**src/rtl/pipe_hazard_ctrl_t.sv**
```systemverilog
// Hazard/stall generator for the dual-lane pipeline: MEM wait > multi-cycle EX > redirect > load-use.
// Optional HAZARD_PERF_EN adds free-running stall-cycle and flush counters.
module pipe_hazard_ctrl_t #(
  parameter int MC_LAT_W   = 4,
  parameter int MEM_TO_CYC = 255
) (
  input  logic                CLK,
  input  logic                RST_N,
  input  logic                id_lu_hazard,
  input  logic                ex_redirect,
  input  logic                ex_mc_start,
  input  logic [MC_LAT_W-1:0] ex_mc_lat,
  input  logic                me_req_valid,
  input  logic                dmem_ready,
  output logic                s_if_stall_Q,
  output logic                s_id1_stall_Q,
  output logic                s_id2_stall_Q,
  output logic                s_ex1_stall_Q,
  output logic                s_ex2_stall_Q,
  output logic                s_me1_stall_Q,
  output logic                s_me2_stall_Q,
  output logic                s_wb1_stall_Q,
  output logic                s_wb2_stall_Q,
  output logic                s_id_clear_Q,
  output logic                s_ex1_clear_Q,
  output logic                s_ex2_clear_Q,
  output logic                s_me1_clear_Q,
  output logic                s_me2_clear_Q,
  output logic                s_wb1_clear_Q,
  output logic                s_wb2_clear_Q,
  output logic                hz_busy,
  output logic                mem_timeout,
  output logic [31:0]         perf_stall_cyc,
  output logic [31:0]         perf_flush_cnt
);

  typedef enum logic [1:0] {RUN, MCYC, MEMW} state_e;

  state_e              state_q, state_d;
  logic [MC_LAT_W-1:0] mc_cnt_q, mc_cnt_d;
  logic [7:0]          to_cnt_q, to_cnt_d;
  logic                redir_pend_q, redir_pend_d;
  logic                mem_timeout_q, mem_timeout_d;

  logic mem_stall, mc_go, mc_stall, any_stall, redir_apply, lu_stall;

  // Event decode shared by next-state and output logic, in priority order.
  always_comb begin
    mem_stall   = me_req_valid & ~dmem_ready;
    mc_go       = (state_q == RUN) & ex_mc_start & (ex_mc_lat >= MC_LAT_W'(2));
    mc_stall    = ~mem_stall & ((state_q == MCYC) | mc_go);
    any_stall   = mem_stall | mc_stall;
    redir_apply = ~any_stall & (ex_redirect | redir_pend_q);
    lu_stall    = ~any_stall & ~redir_apply & id_lu_hazard;
  end

  always_ff @(posedge CLK or negedge RST_N) begin
    if (!RST_N) begin
      state_q       <= RUN;
      mc_cnt_q      <= '0;
      to_cnt_q      <= '0;
      redir_pend_q  <= 1'b0;
      mem_timeout_q <= 1'b0;
    end else begin
      state_q       <= state_d;
      mc_cnt_q      <= mc_cnt_d;
      to_cnt_q      <= to_cnt_d;
      redir_pend_q  <= redir_pend_d;
      mem_timeout_q <= mem_timeout_d;
    end
  end

  always_comb begin
    state_d       = state_q;
    mc_cnt_d      = mc_cnt_q;
    to_cnt_d      = '0;
    mem_timeout_d = mem_timeout_q;
    redir_pend_d  = any_stall & (redir_pend_q | ex_redirect);
    if (mem_stall) begin
      // mc_cnt stays frozen so an interrupted multi-cycle op resumes afterwards.
      state_d  = MEMW;
      to_cnt_d = (to_cnt_q == 8'hFF) ? to_cnt_q : to_cnt_q + 8'd1;
      if (to_cnt_d >= 8'(MEM_TO_CYC)) mem_timeout_d = 1'b1;
    end else begin
      case (state_q)
        RUN: if (mc_go) begin
          mc_cnt_d = ex_mc_lat - MC_LAT_W'(2);
          if (ex_mc_lat >= MC_LAT_W'(3)) state_d = MCYC;
        end
        MCYC: begin
          mc_cnt_d = mc_cnt_q - MC_LAT_W'(1);
          if (mc_cnt_q <= MC_LAT_W'(1)) begin
            state_d  = RUN;
            mc_cnt_d = '0;
          end
        end
        MEMW:    state_d = (mc_cnt_q != '0) ? MCYC : RUN;
        default: state_d = RUN;
      endcase
    end
  end

  // Mealy outputs; held low while reset is asserted even if inputs toggle.
  always_comb begin
    s_if_stall_Q  = 1'b0; s_id1_stall_Q = 1'b0; s_id2_stall_Q = 1'b0;
    s_ex1_stall_Q = 1'b0; s_ex2_stall_Q = 1'b0;
    s_me1_stall_Q = 1'b0; s_me2_stall_Q = 1'b0;
    s_wb1_stall_Q = 1'b0; s_wb2_stall_Q = 1'b0;
    s_id_clear_Q  = 1'b0;
    s_ex1_clear_Q = 1'b0; s_ex2_clear_Q = 1'b0;
    s_me1_clear_Q = 1'b0; s_me2_clear_Q = 1'b0;
    s_wb1_clear_Q = 1'b0; s_wb2_clear_Q = 1'b0;
    if (RST_N) begin
      if (mem_stall) begin
        {s_if_stall_Q, s_id1_stall_Q, s_id2_stall_Q} = 3'b111;
        {s_ex1_stall_Q, s_ex2_stall_Q, s_me1_stall_Q, s_me2_stall_Q} = 4'b1111;
        {s_wb1_clear_Q, s_wb2_clear_Q} = 2'b11;
      end else if (mc_stall) begin
        {s_if_stall_Q, s_id1_stall_Q, s_id2_stall_Q} = 3'b111;
        {s_ex1_stall_Q, s_ex2_stall_Q} = 2'b11;
        {s_me1_clear_Q, s_me2_clear_Q} = 2'b11;
      end else if (redir_apply) begin
        s_id_clear_Q = 1'b1;
      end else if (lu_stall) begin
        {s_if_stall_Q, s_id1_stall_Q, s_id2_stall_Q} = 3'b111;
        {s_ex1_clear_Q, s_ex2_clear_Q} = 2'b11;
      end
    end
  end

  assign hz_busy     = (state_q != RUN);
  assign mem_timeout = mem_timeout_q;

`ifdef HAZARD_PERF_EN
  logic [31:0] perf_stall_q, perf_flush_q;

  always_ff @(posedge CLK or negedge RST_N) begin
    if (!RST_N) begin
      perf_stall_q <= '0;
      perf_flush_q <= '0;
    end else begin
      if (s_if_stall_Q) perf_stall_q <= perf_stall_q + 32'd1;
      if (redir_apply)  perf_flush_q <= perf_flush_q + 32'd1;
    end
  end

  assign perf_stall_cyc = perf_stall_q;
  assign perf_flush_cnt = perf_flush_q;
`else
  assign perf_stall_cyc = 32'd0;
  assign perf_flush_cnt = 32'd0;
`endif

endmodule
```
**config.mk**
```make
export PLATFORM = sky130hd
export DESIGN_NAME = pipe_hazard_ctrl_t
export DESIGN_NICKNAME = d
export VERILOG_FILES = /design/src/rtl/pipe_hazard_ctrl_t.sv
export SDC_FILE = /design/constraint.sdc
export NUM_CORES = 1
export LEC_CHECK = 0
export CAP_MARGIN = 20
export CORE_MARGIN = 1.5
export CORE_UTILIZATION = 57
export CTS_CLUSTER_SIZE = 20
export DETAILED_ROUTE_END_ITERATION = 12
export DONT_BUFFER_PORTS = 1
export GPL_ROUTABILITY_DRIVEN = 0
export HOLD_SLACK_MARGIN = 0.15
export PLACE_DENSITY = 0.76
export SLEW_MARGIN = 20
export SYNTH_ARGS = -nofsm -noshare
export SYNTH_HDL_FRONTEND = slang
export SYNTH_SLANG_ARGS = --single-unit
```
**constraint.sdc**
```tcl
create_clock -name CLK -period 1.65 [get_ports CLK]
set_input_delay 0.2475 -clock CLK [delete_from_list [all_inputs] [get_ports CLK]]
set_output_delay 0.2475 -clock CLK [all_outputs]
set_load 0.005 [all_outputs]
```
==> key figures, run 1 <==
Status
  – Status: complete, no violations

Clocking
  – Num CTS Buffers: 3
  – TritonCTS clock tree: built
  – CTS sink count: 16
  – CTS Buffer Depth: 2
  – Clock-pin slew on the worst setup and hold paths: 0.10 ns
  – Root Buffer: clkbuf_4
  – H-tree lvl count: 1
  – Clock Latency Late Sink: 0.29 ns

Timing
  – Fmax: 627.2 MHz
  – RSZ-0062 raised after global routing: yes
  – Least-Margin Pin Slew: 0.7233 ns
  – Slew Limit Fails: 0
  – Clock period minus worst slack: 1.594 ns
  – Final Hold Viols: 0
  – Final period util: 0.9663
  – Worst hold slack: 0.1921 ns
  – Worst rel slew slack: 0.5162
  – Setup violators final: 0
  – Worst clock skew: 0.003459 ns

Synthesis
  – Asr flop ratio synth: 1.000
  – Post-synth top area share: 0.3348
  – Mapped Avg Cell Area: 8.624 um^2
  – Synth cell types: 48
  – Post-synth EDFFs: 0
  – Syn Inst Count: 195
  – Dominant synthesized flop cell: dfrtp_1
  – Synthesis Warnings: 0
  – Seq/Total Area, Yosys: 0.2381
  – Largest cells by area after synthesis: buf_4 (33%), dfrtp_1 (24%), ha_1 (3.0%)
  – Yosys top cell by area: buf_4
  – Synthesized area: 0.001682 mm^2
  – Flops & latches, synth: 16

Global route
  – Initial antenna violation count: 0
  – Vias in the first global route: 896
  – Largest net degree at the start of global routing: 17
  – Total GRT Usage: 0.1669
  – Global route overflow: 0
  – First-pass GRT wire length: 4229 um

Placed design
  – Detailed Place HPWL: 1961 um
  – Number of port buffers: 0
  – Placed instance count: 218
  – Placed instance area: 0.001416 mm^2

Setup path
  – Setup CP Type: flop to primary output
  – Critical path startpoint category: flop
  – Worst setup EP type: primary output
  – Crit path max fanout: 4
  – Req. time, crit path: 1.40 ns
  – CP Data Arrival Time: 1.35 ns

Final layout
  – Nets: 210
  – Area growth, synth to finish: -8.929%
  – Layout cells sized above 1: 0.1701
  – Antenna diodes: 0
  – Cell area after layout: 0.001531 mm^2
  – Non-filler cells, final: 225

Die
  – Core Area: 0.002781 mm^2
  – Initial Utilization: 0.6046
  – Die height: 57.32 um
  – Ports: 93
  – Die width: 57.32 um
  – Die area: 0.003285 mm^2
  – Row Count: 19

Drt
  – Post-Route WL: 2726 um
  – Initial DRC Count: 30
  – WL/cell: 12.12 um
  – DR vias: 1144
  – ANT nets after route: 0
  – Vias per inst: 5.084
  – DRC: 0
  – First drt pass iteration count: 4

Worst hold path
  – Hold Crit Class: primary input to flop

Power
  – Worst VDD drop: 498.9 uV
  – Power density cells: 780.5 mW/mm^2
  – LEAKAGE: 0.7348 nW
  – Tot Pwr: 1.195 mW

Flow run
  – Max capacitance violation total: 0
kinds of logic (layout without fill, tap and decap cells):
logic type / after synthesis / after routing / share of synthesized area
compound gates: 37 / 37 / 0.1771
xor+xnor: 4 / 4 / 0.02084
fa+ha+maj: 4 / 4 / 0.02976
buf+inv: 92 / 26 / 0.3839
flops: 16 / 16 / 0.2381
mux: 1 / 1 / 0.005953
other cells: 1 / 66 / 0.002230
simple gates: 40 / 40 / 0.1421
cell usage after synthesis, drive strengths merged, types with 2 or more instances:
master,instances
and4,2
and3,2
nand4,3
a21oi,3
nor3,3
o21ai,8
inv,12
buf,80
nor4,2
ha,4
nand3,2
o31ai,3
nor2,10
o21a,4
nor2b,2
dfrtp,16
a211o,2
nand4b,2
xor2,2
nand2,4
a31oi,5
o221ai,3
xnor2,2
nor4b,2
and2,2
layer usage:
metal  up-vias  track usage  wire length [um]
met1       534       0.2201              1117
met5         -            0                 0
met2        75       0.2660              1321
met4         0      0.09635                57
li1        531            -                 -
met3         4      0.01814               230
registers in the layout, summed over array words and instances, names as in the netlist:
| signal | count |
|---|---|
| redir_pend_q | 1 |
| mem_timeout | 1 |
| state_q | 2 |
| to_cnt_q | 8 |
| mc_cnt_q | 4 |
report_power, final:
group	leakage [nW]	internal [mW]	total, mW	switching, mW
sequential	0.198	0.455	0.532	0.0776
combinational	0.516	0.173	0.396	0.223
clock	0.0210	0.134	0.267	0.132
repair_timing:
item,in CTS,in global routing
hold buffers,2,0
endpoints found under the setup margin,7,12
gates cloned,0,0
pin swaps,1,1
gates resized for setup,3,10
setup buffers,1,0
hold endpoints to repair,17,0
worst paths after layout:
kind / from / end / slack, ns / cells past startpoint
max in group asynchronous: RST_N / state_q[1] / 0.71 / 1
max: state_q[0] / s_ex2_clear_Q / 0.06 / 4
max reg2reg: to_cnt_q[0] / mem_timeout / 0.07 / 5
min: me_req_valid / to_cnt_q[5] / 0.19 / 2
min in group asynchronous: RST_N / to_cnt_q[4] / 0.44 / 1
min reg2reg: mem_timeout / mem_timeout / 0.53 / 2
cell usage in the layout, fill, tap and decap left out, types with 4 or more instances in the layout:
master    n
a31oi_1   5
buf_4     7
conb_1   66
dfrtp_1  13
inv_1    10
nor2_1   10
o21a_1    4
o21ai_0   6
critical path: stages (launching register included):
cell     delay (ns)
dfrtp_1        0.42
inv_2          0.13
a21oi_4        0.08
nor4b_2        0.27
buf_4          0.17
layout make-up:
type / count / area, um^2
Fill cell: 252 / 1250
Inverter: 12 / 45.04
Multi-Input combinational cell: 152 / 923.4
Tap cell: 31 / 38.79
Sequential cell: 16 / 404.1
Clock buffer: 4 / 36.28
Timing Repair Buffer: 10 / 83.83
through the flow:
step	setup TNS, ns	util	worst slack (ns)
2_1_floorplan	0	-	0.06675
3_3_place_gp	0	0.5092	0.09676
3_5_place_dp	0	0.5092	0.001721
4_1_cts	0	0.5349	0.002761
5_1_grt	-0.06597	0.5506	-0.03545
6_report	0	0.5506	0.05552
Power figures use the tool's default switching activity.
==> inputs of run 2 (changes only) <==
- PLACE_DENSITY: 0.76 -> 0.82
==> run 2 against run 1 <==
- largest power group unchanged
- setup slack better by 0.0030 ns
- first-iteration DRC count is 40% lower
- critical path depth grew 1
- via count increased by 2.8%
- hold slack improved by 0.0058 ns
- cell area up 2.2%
- combinational power is 6.3% higher
- non-clock buffer count rose by 3
- maximum frequency up 0.19%
- cell count is 1.3% higher
==> key figures, run 2 (same netlist as run 1, synthesis figures left out) <==
Status
  – Status: complete, no violations

Die
  – Die area: 0.003285 mm^2 (unchanged)
  – Die width: 57.32 um (unchanged)
  – Ports: 93 (unchanged)
  – Row Count: 19 (unchanged)
  – Initial Utilization: 0.6046 (unchanged)
  – Core Area: 0.002781 mm^2 (unchanged)
  – Die height: 57.32 um (unchanged)

Timing
  – Clock period minus worst slack: 1.591 ns (-0.002992 ns)
  – Worst clock skew: 0.002061 ns (-0.001398 ns)
  – Fmax: 628.3 MHz (+0.19%)
  – Least-Margin Pin Slew: 0.7238 ns (+0.0004343 ns)
  – Final Hold Viols: 0 (unchanged)
  – Slew Limit Fails: 0 (unchanged)
  – Worst rel slew slack: 0.5159 (about the same)
  – Worst hold slack: 0.1979 ns (+0.005799 ns)
  – Setup violators final: 0 (unchanged)
  – Final period util: 0.9645 (-0.001814)
  – Setup TNS: 0 ns (unchanged)
  – RSZ-0062 raised after global routing: yes

Setup path
  – Worst path top cell family by delay: compound AO/OA/AOI/OAI gates
  – CP bufs+invs: 1 (-1)
  – Setup CP Type: flop to flop
  – Crit path max fanout: 9 (+5)
  – Crit path cell chain: buf_4 > and4_4 > o211ai_2 > xor2_1 > o41ai_2
  – Max incr delay on CP: 0.41 ns (about the same)
  – Worst setup EP type: flop
  – Critical path startpoint category: flop
  – CP Data Arrival Time: 1.79 ns (+0.44 ns)
  – CP max-delay cell: dfrtp_1
  – Req. time, crit path: 1.84 ns (+0.44 ns)

Final layout
  – Fillcell total: 255 (+1.2%)
  – Register area: 405.4 um^2 (+0.31%)
  – Area growth, synth to finish: -6.920%
  – Max reg flops: 8 (unchanged)
  – Commonest cells after routing, fill and taps aside: conb_1 (66), dfrtp_1 (12), buf_4 (11)
  – Layout cells sized above 1: 0.1929 (+0.02279)
  – Cell area after layout: 0.001565 mm^2 (+2.2%)
  – Nets: 213 (+1.4%)
  – Area occupied by multi-input gates: 937.1 um^2 (+1.5%)
  – Largest Register: to_cnt_q
  – Largest regs: to_cnt_q: 8 flops, mc_cnt_q: 4 flops, state_q: 2 flops
  – Most common cell after layout, fill and taps aside: conb_1
  – Antenna diodes: 0 (unchanged)

Clocking
  – CTS Buffer Depth: 2 (unchanged)
  – CTS sink count: 16 (unchanged)
  – TritonCTS clock tree: built
  – Clock Latency Late Sink: 0.29 ns (about the same)
  – Num CTS Buffers: 3 (unchanged)
  – H-tree lvl count: 1 (unchanged)
  – Root Buffer: clkbuf_4
  – Clock-pin slew on the worst setup and hold paths: 0.10 ns (about the same)

Placed design
  – Placed instance area: 0.001416 mm^2 (unchanged)
  – Number of port buffers: 0 (unchanged)
  – Detailed Place HPWL: 1950 um (-0.55%)

Drt
  – DR vias: 1176 (+2.8%)
  – First drt pass iteration count: 4 (unchanged)
  – ANT nets after route: 0 (unchanged)
  – WL/cell: 11.54 um (-4.8%)
  – DRC: 0 (unchanged)
  – Post-Route WL: 2631 um (-3.5%)
  – Initial DRC Count: 18 (-40%)
  – Vias per inst: 5.158 (+1.4%)

Flow run
  – Max capacitance violation total: 0 (unchanged)

Global route
  – Initial antenna violation count: 0 (unchanged)
  – Total GRT Usage: 0.1632 (-0.003716)
  – Global route overflow: 0 (unchanged)
  – Vias in the first global route: 952 (+6.3%)
  – Largest net degree at the start of global routing: 17 (unchanged)
  – First-pass GRT wire length: 4167 um (-1.5%)

Power
  – Power density cells: 781.0 mW/mm^2 (about the same)
  – Worst VDD drop: 563.2 uV (+13%)
  – LEAKAGE: 0.7504 nW (+2.1%)

Worst hold path
  – Hold Crit Class: primary input to flop
[run 2: changes by cell type in the layout (fill, tap and decap cells not counted), sizes merged]
cell	before	now
buf	8	11
[run 2: where the power goes]
part           internal, mW  switching (mW)  total (mW)
registers             0.455          0.0852       0.540
clock network         0.134           0.127       0.262
logic                 0.190           0.231       0.421
[run 2: layer usage]
layer | wire, um | part of all wire | track usage | vias to the layer above
met3 | 240 | 0.091 | 0.02494 | 7
met1 | 1123 | 0.43 | 0.2118 | 555
met4 | 60 | 0.023 | 0.08970 | 0
met2 | 1206 | 0.46 | 0.2611 | 85
met5 | 0 | 0 | 0 | -
li1 | - | - | - | 529
[run 2: repair_timing]
item                                    in CTS  in global routing
hold buffers                                 2                  0
buffers inserted                             0                  4
gates resized for setup                      5                 10
pin swaps                                    2                  1
endpoints found under the setup margin       8                 13
hold endpoints to repair                    17                  0
cloned                                       0                  0
[run 2: through the flow]
stage	worst slack [ns]	util	power, mW	instances
6_report	0.05852	0.5628	1.222	228
5_1_grt	0.0009261	0.5628	1.312	228
4_1_cts	-0.0003441	0.5358	1.169	224
3_5_place_dp	-0.02588	0.5092	0.8719	218
3_3_place_gp	0.03069	0.5092	0.8591	218
2_1_floorplan	0.06675	-	0.9320	260
[run 2: worst reg2reg max path, delay by kind of cell (launching register included)]
family,cells,cell delay [ns]
flops,1,0.41
compound gates,2,0.44
simple gates,1,0.26
buf+inv,1,0.20
xor+xnor,1,0.18
[run 2: cell type report]
| cell class | instances | share of cell area |
|---|---|---|
| timing repair buffer | 13 | 0.06555 |
| inverter | 12 | 0.02878 |
| clock buffer | 4 | 0.02318 |
| multi-input combinational | 152 | 0.5987 |
| tap | 31 | 0.02478 |
| sequential | 16 | 0.2590 |
[run 2: final timing paths]
check	to	from	cells past startpoint	slack, ns
worst min-delay path	to_cnt_q[7]	me_req_valid	2	0.20
max in group asynchronous	state_q[1]	RST_N	1	0.70
min in group asynchronous	to_cnt_q[6]	RST_N	1	0.45
worst max register to register	mem_timeout	to_cnt_q[0]	5	0.06
worst max-delay path	mem_timeout	to_cnt_q[0]	5	0.06
worst min register to register	mem_timeout	mem_timeout	2	0.51
